==> src/rtl/digital_up_converter.sv <==
// Transmit upconverter: linear x INTERP interpolation of baseband I/Q,
// then mixing onto an fs/4 carrier to give one real sample per clock.
module digital_up_converter #(
  parameter int DATA_W = 16,
  parameter int INTERP = 4
) (
  input  logic              clk,
  input  logic              rst_n,
  input  logic [DATA_W-1:0] in_i,
  input  logic [DATA_W-1:0] in_q,
  input  logic              in_valid,
  output logic              in_ready,
  input  logic              clear_underflow,
  output logic [DATA_W-1:0] output_data,
  output logic              output_valid,
  output logic              underflow
);

  localparam int LOG2_I = $clog2(INTERP);
  localparam int PW     = DATA_W + 2 + LOG2_I;

  localparam logic [0:0] IDLE = 1'b0;
  localparam logic [0:0] RUN  = 1'b1;

  localparam logic signed [DATA_W-1:0] SMIN =
    {1'b1, {(DATA_W-1){1'b0}}};
  localparam logic signed [DATA_W-1:0] SMAX =
    {1'b0, {(DATA_W-1){1'b1}}};
  localparam logic [LOG2_I-1:0] KLAST = LOG2_I'(INTERP - 1);

  logic [0:0]               state;
  logic signed [DATA_W-1:0] prev_i, prev_q;
  logic signed [DATA_W-1:0] cur_i, cur_q;
  logic [LOG2_I-1:0]        k;
  logic [1:0]               p;

  logic                     last;
  logic                     accept;
  logic signed [DATA_W-1:0] int_i, int_q;
  logic signed [DATA_W-1:0] mix;

  function automatic logic signed [DATA_W-1:0] lerp(
    input logic signed [DATA_W-1:0] a,
    input logic signed [DATA_W-1:0] b,
    input logic [LOG2_I-1:0]        kk
  );
    logic signed [PW-1:0] d, m, s;
    d = PW'(b) - PW'(a);
    m = d * $signed({{(PW-LOG2_I){1'b0}}, kk});
    s = (m >>> LOG2_I) + PW'(a);
    return s[DATA_W-1:0];
  endfunction

  function automatic logic signed [DATA_W-1:0] neg_sat(
    input logic signed [DATA_W-1:0] x
  );
    return (x == SMIN) ? SMAX : -x;
  endfunction

  assign last     = (state == RUN) && (k == KLAST);
  assign in_ready = (state == IDLE) || last;
  assign accept   = in_valid && in_ready;

  assign int_i = lerp(prev_i, cur_i, k);
  assign int_q = lerp(prev_q, cur_q, k);

  // out = I*cos - Q*sin with the carrier at fs/4
  always_comb begin
    mix = int_i;
    unique case (p)
      2'd0: mix = int_i;
      2'd1: mix = neg_sat(int_q);
      2'd2: mix = neg_sat(int_i);
      2'd3: mix = int_q;
    endcase
  end

  always_ff @(posedge clk) begin
    if (!rst_n) begin
      state  <= IDLE;
      prev_i <= '0;
      prev_q <= '0;
      cur_i  <= '0;
      cur_q  <= '0;
      k      <= '0;
    end else if (accept) begin
      prev_i <= cur_i;
      prev_q <= cur_q;
      cur_i  <= in_i;
      cur_q  <= in_q;
      k      <= '0;
      state  <= RUN;
    end else if (last) begin
      // starved: drop to idle so the next burst ramps from zero
      state  <= IDLE;
      prev_i <= '0;
      prev_q <= '0;
      cur_i  <= '0;
      cur_q  <= '0;
    end else if (state == RUN) begin
      k <= k + 1'b1;
    end
  end

  always_ff @(posedge clk) begin
    if (!rst_n) begin
      underflow <= 1'b0;
    end else if (last && !accept) begin
      underflow <= 1'b1;
    end else if (clear_underflow) begin
      underflow <= 1'b0;
    end
  end

  always_ff @(posedge clk) begin
    if (!rst_n) begin
      output_data  <= '0;
      output_valid <= 1'b0;
      p            <= 2'd0;
    end else if (state == RUN) begin
      output_data  <= mix;
      output_valid <= 1'b1;
      p            <= p + 2'd1;
    end else begin
      output_valid <= 1'b0;
      p            <= 2'd0;
    end
  end

endmodule
==> config.mk <==
export PLATFORM = sky130hd
export DESIGN_NAME = digital_up_converter
export DESIGN_NICKNAME = d
export VERILOG_FILES = /design/src/rtl/digital_up_converter.sv
export SDC_FILE = /design/constraint.sdc
export NUM_CORES = 1
export LEC_CHECK = 0
export BUFFER_PORTS_ARGS = -buffer_cell sky130_fd_sc_hd__clkbuf_2
export CAP_MARGIN = 20
export CORE_ASPECT_RATIO = 0.75
export CORE_UTILIZATION = 42
export DETAILED_ROUTE_END_ITERATION = 6
export HOLD_SLACK_MARGIN = 0.05
export PLACE_DENSITY_LB_ADDON = 0.3
export SLEW_MARGIN = 15
export SYNTH_ARGS = -nofsm -noshare
export SYNTH_HDL_FRONTEND = slang
export SYNTH_SLANG_ARGS = --single-unit
==> constraint.sdc <==
create_clock -name clk -period 8.6 [get_ports clk]
set_input_delay 0 -clock clk [delete_from_list [all_inputs] [get_ports clk]]
set_output_delay 0 -clock clk [all_outputs]
set_load 0.1 [all_outputs]
==> out/summary.log, run 1 <==
qor: pwr.total_power 1.52 mW
qor: yosys.count_of_cell_types_in_the_netlist 74
qor: floorplanning.floorplan.die.width 174 um
qor: clock_network.cts.root.buffer_cell clkbuf_16
qor: global_routing.grt_overflow_total 0
qor: placed_design.post-dp-hpwl 19100 um
qor: yosys.synth.ff_latch_count 87
qor: floorplanning.dieHeight 131 um
qor: timing.timing.slew.headroom 29.8%
qor: routing.via_count 8652
qor: layout.post_route_cells_drive_above_1_share 7.44%
qor: yosys.post_synth.cell_area_avg 7.94 um^2
qor: global_routing.overall_global_routing_usage 21.4%
qor: timing.fmax 0.139 GHz
qor: timing.setup_viol 0
qor: yosys.synthMostInstantiatedCell ha_1
qor: routing.vias_per_cell 5.67
qor: floorplanning.floorplan.die_area 0.0229 mm^2
qor: yosys.yosysTopAreaCellShare 18.6%
qor: timing.max_slew.worst_pin.slew 1030 ps
qor: setup_path.arrival 7390 ps
qor: timing.final-hold-violation-count 0
qor: setup_path.critical-path-max-stage-delay 740 ps
qor: status.run_status finished, final reports clean
qor: clock_network.cts.path.max_buffers 2
qor: floorplanning.design.core.area 0.0215 mm^2
qor: layout.antenna_cells 0
qor: routing.dr.pass1.iters 6
qor: yosys.synth_commonest_cells 130 x ha_1, 89 x nor2b_1, 87 x dfxtp_1
qor: floorplanning.core.rowCount 46
qor: setup_path.critical-path-top-cell-by-count a21oi_1
qor: global_routing.grt_start_max_net_pins 87
qor: setup_path.reg2reg_depth 31
qor: routing.drt.antenna.violating_nets 0
qor: setup_path.critical_path_depth 31
qor: setup_path.worst-endpoint-required 8810 ps
qor: clock_network.cts_buffers 9
qor: clock_network.clock_insertion_delay_worst_skew 360 ps
qor: clock_network.clk_pin_slew_worst_paths 70 ps
qor: yosys.number_of_nets_produced_by_synthesis 1351
qor: setup_path.startpoint_type flip-flop
qor: global_routing.wire_length_of_the_first_global_routing_pass 40200 um
qor: job.drv.max_cap_violation_count 0
qor: clock_network.cts_htree_levels 3
qor: timing.fin_skew 19.1 ps
qor: yosys.synthCells 1179
qor: layout.final.fill_count 2089
qor: yosys.syn_area 0.00936 mm^2
qor: timing.post-route-period-util 83.5%
qor: yosys.synth-warning-count 0
qor: setup_path.critical_path.endpoint output_data[7]$_SDFFE_PN0P_
qor: clock_network.clock_sinks 87
qor: setup_path.r2r_setup_slack 1420 ps
qor: yosys.seq_area_frac_synth 18.6%
qor: min_path.holdCritPathClass primary input to flip-flop
qor: timing.fin_max_slew_vios 0
qor: routing.detail_route.drc_violations 0
qor: setup_path.rr_endpoint output_data[7]$_SDFFE_PN0P_
qor: timing.finalCriticalPeriod 7180 ps
qor: timing.rsz_0062_raised_after_global_routing no
qor: global_routing.initial_antenna_violation_count 0
qor: setup_path.critical_path.startpoint prev_i[1]$_SDFFE_PN0P_
qor: setup_path.cp.buffers_inverters 1
qor: floorplanning.pin_count 55
qor: routing.routedWlPerCell 16.2 um
qor: setup_path.critPathTopFamily compound AO/OA/AOI/OAI gates
qor: yosys.yosysTopAreaCell dfxtp_1
qor: yosys.ys_dominant_reg_cell dfxtp_1
qor: pwr.worst_ir_drop_vdd 0.139 mV
qor: layout.design.final.nets 1405
qor: yosys.synth-edff-count 0
qor: setup_path.critPathCaptureType flip-flop
qor: pwr.leakage_component_of_the_power 4.64 nW
qor: setup_path.timing_worst_setup_path_type flip-flop to flip-flop
qor: timing.setup-tns-final 0 ps
qor: routing.totalWireLength 24600 um
qor: yosys.synth_area_leaders dfxtp_1 19%, ha_1 17%, xnor2_1 6.2%, nor2b_1 6.0%, a22oi_1 5.3%
qor: layout.area_growth_syn_to_layout 12.0%
qor: clock_network.cts_tree built
qor: global_routing.first_global_vias 7587
qor: setup_path.cp_slowest_cell a311oi_1
qor: routing.drt_iter0_markers 674
qor: setup_path.timing.rr.start prev_i[1]$_SDFFE_PN0P_
qor: floorplanning.initial_util 43.6%
qor: yosys.ys_async_sr_fraction 0%
qor: setup_path.critical_path_peak_fanout 12
qor: placed_design.port_buffers 54
qor: pwr.power-per-cell-area 145 mW/mm^2
qor: placed_design.place.gp.congestion 0.890
sequential cells by signal, indices dropped and copies added (netlist names):
register and flops:
prev_i 16, p 2, prev_q 16, underflow 1, cur_i 16, cur_q 16
output_valid 1, k 2, state 1, output_data 16
power breakdown:
part	switching (mW)	internal [mW]	leakage, nW
sequential	0.0257	0.423	0.710
combinational	0.392	0.255	3.78
clock	0.185	0.236	0.147
cell usage in the layout (no fill, tap or decap), types with 8 or more instances in the layout:
master         instances
and2_1                66
nand2_1               46
a21oi_1               72
nand2b_1              10
dlygate4sd3_1         33
nor2b_1               89
xor2_1                30
o22ai_1                8
ha_1                 130
and3_1                11
o221ai_1              11
inv_1                 81
a22oi_1               66
a21o_1                20
nor4_1                 8
dfxtp_1               87
o21a_1                12
nor3_1                24
clkbuf_16              9
xnor2_1               66
clkbuf_2              54
a211oi_1              13
o21bai_1              10
o21ai_0               50
o211ai_1              16
nand3_1               20
nor2_1                67
through the flow:
step	cell area, um^2	worst slack, ps	instances	hold WS (ps)	util (%)
5_1_grt	10500	799	1525	124	48.8
3_3_place_gp	9850	1880	1477	269	45.9
3_5_place_dp	9850	1580	1477	279	45.9
6_report	10500	1420	1525	84.5	48.8
4_1_cts	10500	1540	1525	78.5	48.8
2_1_floorplan	9360	2600	1179	153	-
worst min-delay path by stage:
stage	start	end	cells after the start
after floorplan	in_valid	state$_SDFFE_PN0P_	2
after global routing	in_valid	underflow$_SDFFE_PN0P_	3
after detailed placement	in_q[11]	cur_q[11]$_SDFFE_PN0P_	3
after CTS	in_valid	state$_SDFFE_PN0P_	3
final	in_valid	state$_SDFFE_PN0P_	3
after global placement	in_q[4]	cur_q[4]$_SDFFE_PN0P_	3
worst register-to-register path, delay by kind of cell, from the launching register on:
kind,cells,cell delay (ps)
mux,1,220
flops,1,430
fa+ha+maj,4,1340
simple gates,7,890
compound gates,16,3790
buf+inv,1,110
xor+xnor,2,260
kinds of logic after synthesis:
kind of cell | after synthesis | synth area share [%]
AO/OA/AOI/OAI | 351 | 26.0
XOR/XNOR | 96 | 8.99
adder cells (fa/ha/maj) | 136 | 18.7
buffers and inverters | 129 | 5.20
flip-flops | 87 | 18.6
multiplexers | 3 | 0.321
AND/OR/NAND/NOR | 377 | 22.3
area by class of cell:
cell class	count	area, um^2	share of cell area, %
clock buffers	10	239	2.28
repair buffers	91	631	6.02
multi-input cells	963	7140	68.1
well taps	288	360	3.44
inverters	81	304	2.90
flip-flops and latches	87	1740	16.6
clock inverters	5	66.3	0.633
metal layers:
metal / track usage (%) / up-vias / part of all wire (%)
met1: 35.9 / 4002 / 56
met4: 4.58 / 0 / 1.3
met2: 27.0 / 242 / 37
met3: 3.36 / 20 / 5.8
met5: 0 / - / 0
li1: - / 4388 / -
timing repair:
action | in CTS | in global routing
gates resized for setup | 0 | 0
hold buffers | 33 | 0
setup endpoints to repair | 0 | 0
endpoints found under the hold margin | 33 | 0
setup buffers | 0 | 0
Power figures use the tool's default switching activity.
==> run 2, diff against run 1 <==
Clock period 8.6 ns to 6.47 ns, I/O delays scaled along.
==> run 2 against run 1 <==
Sequential share of layout area decreased by 0.94 points. Combinational power increased by 47%. Non-clock buffer count increased by 39. Via count increased by 2.9%. Power increased by 41%. Clock skew decreased by 1.8 ps. Global-route usage increased by 0.69 points. Wire length increased by 4.9%. Sequential power increased by 32%. Design area increased by 6.2%. Cell count increased by 2.6%. Largest power group unchanged.
==> out/summary.log, run 2 (synthesis gave the netlist of run 1 again) <==
qor: global_routing.overall_global_routing_usage 22.1% [+0.69 points]
qor: timing.finalCriticalPeriod 6200 ps [-976 ps]
qor: clock_network.cts.root.buffer_cell clkbuf_16
qor: timing.setup_viol 0 [unchanged]
qor: routing.routedWlPerCell 16.5 um [+2.2%]
qor: routing.drt_iter0_markers 761 [+13%]
qor: layout.antenna_cells 0 [unchanged]
qor: job.drv.max_cap_violation_count 0 [unchanged]
qor: layout.area_growth_syn_to_layout 19.0%
qor: layout.design.final.nets 1444 [+2.8%]
qor: setup_path.critPathTopFamily compound AO/OA/AOI/OAI gates
qor: setup_path.cp_slowest_cell dfxtp_1
qor: floorplanning.floorplan.die_area 0.0229 mm^2 [unchanged]
qor: timing.fin_skew 17.2 ps [-1.84 ps]
qor: timing.max_slew.worst_pin.slew 759 ps [-268 ps]
qor: global_routing.grt_start_max_net_pins 87 [unchanged]
qor: floorplanning.core.rowCount 46 [unchanged]
qor: layout.storage_cell_area 0.00175 mm^2 [+0.22%]
qor: setup_path.critical_path_depth 31 [unchanged]
qor: setup_path.critPathCaptureType flip-flop
qor: global_routing.first_global_vias 8027 [+5.8%]
qor: pwr.leakage_component_of_the_power 4.90 nW [+5.6%]
qor: timing.fmax 0.161 GHz [+16%]
qor: routing.detail_route.drc_violations 0 [unchanged]
qor: timing.timing.slew.headroom 49.4% [+20 points]
qor: pwr.internal-power 1.31 mW [+43%]
qor: pwr.power.sequential.fraction 27.7% [-1.9 points]
qor: pwr.worst_ir_drop_vdd 0.149 mV [+7.0%]
qor: setup_path.reg2reg_depth 31 [unchanged]
qor: global_routing.wire_length_of_the_first_global_routing_pass 41500 um [+3.4%]
qor: clock_network.clock_insertion_delay_worst_skew 360 ps [about the same]
qor: pwr.clockPowerShare 27.9% [+0.2 points]
qor: clock_network.cts.path.max_buffers 2 [unchanged]
qor: timing.fin_max_slew_vios 0 [unchanged]
qor: layout.final_cell_mix 118 x ha_1, 86 x nor2b_1, 84 x dfxtp_1
qor: clock_network.clk_pin_slew_worst_paths 80 ps [about the same]
qor: layout.final_area 0.0111 mm^2 [+6.2%]
qor: routing.vias_per_cell 5.69 [+0.24%]
qor: floorplanning.pin_count 55 [unchanged]
qor: placed_design.place.gp.congestion 0.908 [+2.1%]
qor: pwr.power_switching 0.832 mW [+38%]
qor: clock_network.cts_tree built
qor: routing.dr.pass1.iters 6 [unchanged]
qor: min_path.whs_path_depth 3 [unchanged]
qor: global_routing.initial_antenna_violation_count 0 [unchanged]
qor: placed_design.placement_cell_area 0.0100 mm^2 [+1.9%]
qor: placed_design.post-dp-hpwl 19300 um [+1.3%]
qor: timing.final_critical_path_setup_slack 267 ps [-1150 ps]
qor: clock_network.clock_sinks 87 [unchanged]
qor: setup_path.critical-path-top-cell-by-count nor2_1
qor: clock_network.cts_buffers 9 [unchanged]
qor: layout.multi_input_comb_area 0.00748 mm^2 [+4.7%]
qor: routing.via_count 8900 [+2.9%]
qor: timing.final-hold-violation-count 0 [unchanged]
qor: global_routing.grt_overflow_total 0 [unchanged]
qor: setup_path.timing_worst_setup_path_type flip-flop to flip-flop
qor: routing.drt.antenna.violating_nets 0 [unchanged]
qor: layout.final.fill_count 2022 [-3.2%]
qor: timing.post-route-period-util 95.9% [+12 points]
qor: pwr.p_sw_share 38.9% [-0.84 points]
qor: floorplanning.dieHeight 131 um [unchanged]
qor: layout.most_common_cell_after_layout_fill_and_taps_aside ha_1
qor: floorplanning.floorplan.die.width 174 um [unchanged]
qor: min_path.holdCritPathClass primary input to flip-flop
qor: pwr.p_comb_share 44.3% [+1.6 points]
qor: setup_path.worst-endpoint-required 6740 ps [-2070 ps]
qor: layout.post_route_cells_drive_above_1_share 14.8% [+7.4 points]
qor: floorplanning.initial_util 43.6% [unchanged]
qor: setup_path.startpoint_type flip-flop
qor: layout.finish.utilization 51.9% [+3.0 points]
qor: placed_design.port_buffers 54 [unchanged]
qor: setup_path.cp.buffers_inverters 1 [unchanged]
qor: setup_path.critical-path-max-stage-delay 390 ps [-350 ps]
qor: setup_path.critical_path_peak_fanout 6 [-6]
qor: status.run_status finished, final reports clean
qor: setup_path.arrival 6470 ps [-920 ps]
qor: floorplanning.design.core.area 0.0215 mm^2 [unchanged]
qor: clock_network.cts_htree_levels 3 [unchanged]
qor: placed_design.preCtsSetupSlack -96.1 ps [-1680 ps]
qor: pwr.power-per-cell-area 192 mW/mm^2 [+33%]
qor: routing.totalWireLength 25900 um [+4.9%]
==> run 2: worst paths after layout <==
path              slack [ps]                          end                    from
setup / recovery         270  output_data[3]$_SDFFE_PN0P_  prev_i[0]$_SDFFE_PN0P_
setup reg to reg         270  output_data[3]$_SDFFE_PN0P_  prev_i[0]$_SDFFE_PN0P_
hold reg to reg          540        cur_i[0]$_SDFFE_PN0P_   cur_i[0]$_SDFFE_PN0P_
hold / removal           120           state$_SDFFE_PN0P_                in_valid
==> run 2: final cells by class <==
type / count / area share (%)
inverter: 81 / 2.73
multi-input combinational: 963 / 67.1
timing repair buffer: 130 / 8.29
tap: 288 / 3.24
clock buffer: 10 / 2.06
sequential: 87 / 15.7
clock inverter: 6 / 0.876
==> run 2: worst reg2reg max path: cells and delay by family (launching register included) <==
family                     cells  cell delay [ps]
AOI/OAI and AO/OA             10             1930
xor gates and xnor gates       3              530
adders and majority gates      5             1460
buffers and inverters          1              160
DFF                            1              390
and+or+nand+nor               12             1640
==> run 2: repair_timing <==
action	4_1_cts	5_1_grt
hold buffers	33	0
pin swaps	0	38
setup buffers	0	14
hold endpoints to repair	33	0
gates resized for setup	4	78
endpoints found under the setup margin	15	16
==> run 2: per-stage QoR <==
step / power, mW / std cells / TNS [ps] / hold slack, ps
after global placement: 1.45 / 1502 / -7.77 / 269
after detailed placement: 1.46 / 1502 / -548 / 280
after CTS: 2.07 / 1551 / 0 / 85.0
final: 2.14 / 1565 / 0 / 122
after floorplan: 1.25 / 1179 / 0 / 153
after global routing: 2.26 / 1565 / -577 / 121
==> run 2: power by group through the flow <==
stage               sequential (mW)  combinational (mW)  clock [mW]
floorplan                     0.654               0.600           0
global placement              0.604               0.848           0
detailed placement            0.604               0.853           0
CTS                           0.592               0.876       0.605
global route                  0.597                1.03       0.626
finish                        0.594               0.948       0.598
==> run 2: per-layer routing <==
layer  wire, um  global-route usage, %  vias up
li1           -                      -     4461
met1      14000                   36.2     4162
met2      10000                   29.5      261
met3       1550                   3.24       16
met4        249                   3.95        0
met5          0                      0        -
